[config.mk]
export PLATFORM = sky130hd
export DESIGN_NAME = encoder_8to3_req
export DESIGN_NICKNAME = d
export VERILOG_FILES = /design/src/rtl/encoder_8to3_req.sv
export SDC_FILE = /design/constraint.sdc
export NUM_CORES = 1
export LEC_CHECK = 0
export CAP_MARGIN = 10
export CORE_ASPECT_RATIO = 1.1
export CORE_MARGIN = 2
export CORE_UTILIZATION = 38
export CTS_BUF_LIST = sky130_fd_sc_hd__clkbuf_16
export CTS_CLUSTER_DIAMETER = 80
export CTS_CLUSTER_SIZE = 20
export DETAILED_ROUTE_END_ITERATION = 8
export PLACE_DENSITY = 0.7
export SLEW_MARGIN = 20
export SYNTH_ARGS = -nofsm -noshare
export SYNTH_HDL_FRONTEND = slang
export SYNTH_SLANG_ARGS = --single-unit
[constraint.sdc]
create_clock -name clk -period 1.65 [get_ports clk]
set_clock_uncertainty 0.15 [all_clocks]
set_input_delay 0.4125 -clock clk [delete_from_list [all_inputs] [get_ports clk]]
set_output_delay 0.4125 -clock clk [all_outputs]
set_load 0.02 [all_outputs]
[src/rtl/encoder_8to3_req.sv]
// ============================================================================
// Module  : encoder_8to3_req
// Brief   : Registered 8-to-3 request encoder with valid/accept handshake.
//           Define ROUND_ROBIN_EN for rotating priority (fixed otherwise).
// Revision: 1.0 - initial release
// ============================================================================
`default_nettype none

module encoder_8to3_req #(
   parameter int PRIO_HIGH = 1
) (
   input  logic       clk,
   input  logic       reset_n,
   input  logic       E,
   input  logic [7:0] X,
   input  logic       A,
   input  logic       OVF_CLR,
   output logic [2:0] Z,
   output logic       V,
   output logic [7:0] P,
   output logic       OVF
);

   typedef enum logic [0:0] {
      IDLE = 1'b0,
      HOLD = 1'b1
   } state_t;

   localparam logic [2:0] c_top = (PRIO_HIGH != 0) ? 3'd7 : 3'd0;

   state_t     r_state;
   state_t     w_state_next;
   logic [2:0] w_start;
   logic [2:0] w_idx;
   logic [2:0] w_win;
   logic       w_found;
   logic       w_any;
   logic       w_load;
   logic [7:0] w_mask;
   logic [7:0] w_req;

`ifdef ROUND_ROBIN_EN
   logic [2:0] r_ptr;

   // Search resumes one step below the last grant, wrapping around.
   always_ff @(posedge clk or negedge reset_n) begin
      if (!reset_n) begin
         r_ptr <= c_top;
      end else if (w_load) begin
         r_ptr <= (PRIO_HIGH != 0) ? (w_win - 3'd1) : (w_win + 3'd1);
      end
   end

   assign w_start = r_ptr;
`else
   assign w_start = c_top;
`endif

   always_comb begin
      w_win   = w_start;
      w_found = 1'b0;
      w_idx   = w_start;
      for (int i = 0; i < 8; i++) begin
         w_idx = (PRIO_HIGH != 0) ? (w_start - 3'(i)) : (w_start + 3'(i));
         if (!w_found && P[w_idx]) begin
            w_win   = w_idx;
            w_found = 1'b1;
         end
      end
   end

   assign w_any  = |P;
   assign w_load = w_any && ((r_state == IDLE) || A);
   assign w_mask = w_load ? (8'd1 << w_win) : 8'd0;
   assign w_req  = X & {8{E}};
   assign V      = (r_state == HOLD);

   always_comb begin
      w_state_next = r_state;
      case (r_state)
         IDLE:    if (w_any) w_state_next = HOLD;
         HOLD:    if (A && !w_any) w_state_next = IDLE;
         default: w_state_next = IDLE;
      endcase
   end

   // A re-request of the bit being loaded wins over its clear.
   always_ff @(posedge clk or negedge reset_n) begin
      if (!reset_n) begin
         r_state <= IDLE;
         P       <= 8'h00;
         Z       <= 3'd0;
         OVF     <= 1'b0;
      end else begin
         r_state <= w_state_next;
         P       <= (P & ~w_mask) | w_req;
         OVF     <= (|(w_req & P & ~w_mask)) | (OVF & ~OVF_CLR);
         if (w_load) begin
            Z <= w_win;
         end
      end
   end

endmodule

`default_nettype wire

==> qor.yml <==
power_and_ir_drop:
  power_mw: 1.07
  p_clk_share_pct: 41.5
  p_switching_uw: 275
  power_density_nw_per_um2: 912
  combPwrFrac_pct: 24.4
  seqPwrFrac_pct: 34.1
  leakagePower_nw: 0.493
  p_sw_share_pct: 25.6
  ir_drop_mv: 0.536
  intPower_uw: 799
synthesis:
  synth_fp_nets: 86
  synth.most_common_cell: "dfrtp_1"
  synth.area.top_cells: "dfrtp_1, o21ai_0, nand2_1"
  synth_top_area_cell: "dfrtp_1"
  synth-main-ff-cell: "dfrtp_1"
  yosysSeqAreaShare_pct: 48.0
  synth.avg_cell_area_um2: 9.29
  synth_cell_types: 27
  syn-instance-count: 73
  synth_seq_cells: 13
  synth_warnings: 0
  synthTopCellsByCount: "dfrtp_1, nand2_1, o21ai_0"
  synth_top_area_share_pct: 48.0
  synthesis.area_um2: 678
  async_reset_ff_share_pct: 100
  synth_edf_count: 0
critical_path:
  crit_chain: "or4_4 -> nor3_4 -> o21ai_0 -> nand2_1 -> nand4_1"
  cpLargestDelayFamily: "simple AND/OR/NAND/NOR gates"
  cpPeakStageDelay_ns: 0.57
  cp_slowest_cell: "or4_4"
  r2r_cells: 5
  critPathArrivalTime_ns: 1.67
  endpoint_kind: "register"
  crit_path_max_fanout: 3
  r2r_start: "P[4]"
  crit_start: "P[4]"
  cp.depth: 5
  critical_path_class: "reg2reg"
  r2r_setup_slack_ns: -0.06
  cp.required_ns: 1.60
  worst-path-buf-inv: 0
  setup.worst_path.start_class: "register"
global_route:
  grtUsageMet1_pct: 25.4
  antenna_found_initial: 0
  grt.busiest_layer: "met2"
  grt_pass1_vias: 725
  grt_util_met2_pct: 32.8
  grt_max_degree: 14
  grt_pass1_wl_um: 3190
  met3_usage_pct: 3.36
  grt_remaining_overflow: 0
  grt_util_all_layers_pct: 19.9
worst_hold_path:
  min_path_cells: 2
  hold_start: "Z[0]"
  hold_path.class: "reg2reg"
detailed_routing:
  vias: 746
  dr.pass1.iters: 4
  wl_per_cell_um: 14.5
  drc: 0
  first_iter_violations: 22
  via_per_inst: 5.53
  ant_nets: 0
  wl_um: 1950
status:
  status: "finished with violations"
  failed_checks: "negative setup slack"
layout:
  layout.nets: 131
  instances_no_fill: 135
  n_antenna_cell: 0
  fill_cells: 142
  syn2layout_area_growth_pct: 73.6
  drive_above_1_share_pct: 29.1
sta:
  finalWorstSetupSlack_ns: -0.0635
  fin_crit_ns: 1.71
  finalCritPeriodShare_pct: 104
  maxSlewViolCount: 0
  setup_viol: 2
  tightest_slew_ns: 0.340
  rsz0062_at_grt: "yes"
  hold_slack_ns: 0.316
  slew_headroom_pct: 77.0
  hold_violations: 0
  fmaxAchievable_mhz: 584
place:
  dpl.hpwl_um: 1360
  dp.cells: 130
  gp_congestion: 0.839
  port_buffers: 25
die:
  start_util_pct: 39.4
  die_area_um2: 2140
  dieWidth_um: 44.3
  io_pins: 26
  die-height_um: 48.3
  core-area_um2: 1720
  floorplan.rows: 16
clocking:
  cts.sinks: 13
  clk_pin_slew_ns: 0.04
  h-tree-depth: 1
  cts_made_buffers: 3
  cts_buffer_depth: 2
  root_buffer: "clkbuf_16"
  cts_tree: "done"
  worst_skew_pair.late_latency_ns: 0.24
flow_run:
  cap_violations: 0
==> registers in the layout (all words and copies together), names as in the netlist <==
register  flops
V             1
Z             3
OVF           1
P             8
==> metrics by stage <==
stage | instance area (um^2) | setup slack, ns | util (%) | setup TNS, ns
floorplan | 689 | -0.0840 | - | -0.0840
global placement | 1070 | -0.309 | 62.2 | -0.784
detailed placement | 1070 | -0.360 | 62.2 | -1.09
CTS | 1170 | -0.0422 | 67.8 | -0.0755
global route | 1180 | -0.107 | 68.4 | -0.340
finish | 1180 | -0.0635 | 68.4 | -0.0863
==> worst min-delay path: cells and delay by family, from the launching register on <==
| family | cells | cell delay [ns] |
|---|---|---|
| flip-flops | 1 | 0.33 |
| AND/OR/NAND/NOR | 2 | 0.11 |
==> power groups by stage <==
stage                     Sequential [mW]  Combinational [mW]  Clock (mW)
final                               0.366               0.262       0.446
after global routing                0.369               0.283       0.474
after CTS                           0.366               0.258       0.451
after detailed placement            0.369               0.262           0
after global placement              0.369               0.258           0
after floorplan                     0.409              0.0740           0
==> logic make-up (layout without fill, tap and decap cells) <==
kind of cell           count (synthesis)  after routing  synth area share [%]
flip-flops                            13             13                  48.0
buffers and inverters                  6             50                  4.43
AO/OA/AOI/OAI                         22             22                  22.1
AND/OR/NAND/NOR                       32             32                  25.5
==> what timing repair did <==
action,CTS,global route
hold endpoints to repair,0,0
hold buffers,0,0
cloned,0,0
gates resized for setup,21,5
pin swaps,5,6
endpoints found under the setup margin,19,6
buffers inserted,1,0
==> worst paths after layout <==
kind,to
setup reg to reg,OVF
setup / recovery,OVF
min in group asynchronous,Z[1]
hold / removal,Z[0]
max in group asynchronous,P[5]
hold reg to reg,Z[0]
==> layout make-up <==
cell class,instances,area (um^2),share of cell area (%)
sequential,13,330,28.1
tap,18,22.5,1.91
clock inverter,1,3.75,0.319
clock buffer,3,75.1,6.38
multi-input combinational,54,362,30.7
timing repair buffer,43,373,31.7
inverter,3,11.3,0.956
==> cell usage in the layout, fill, tap and decap left out, drive strengths merged, types with 2 or more instances in the layout <==
| cell type | instances |
|---|---|
| buf | 18 |
| dfrtp | 13 |
| nand2 | 12 |
| dlygate4sd2 | 12 |
| clkdlybuf4s50 | 11 |
| o21ai | 9 |
| a22o | 4 |
| inv | 4 |
| nand4 | 4 |
| clkbuf | 4 |
| nor3 | 4 |
| nand3 | 3 |
| nor2 | 2 |
| or3 | 2 |
| nor4 | 2 |
==> routing by layer <==
layer	routed length (um)	vias to the layer above
li1	-	361
met5	0	-
met2	936	27
met4	37	0
met1	864	352
met3	113	6
No activity file was read; power rests on OpenSTA's default activity.
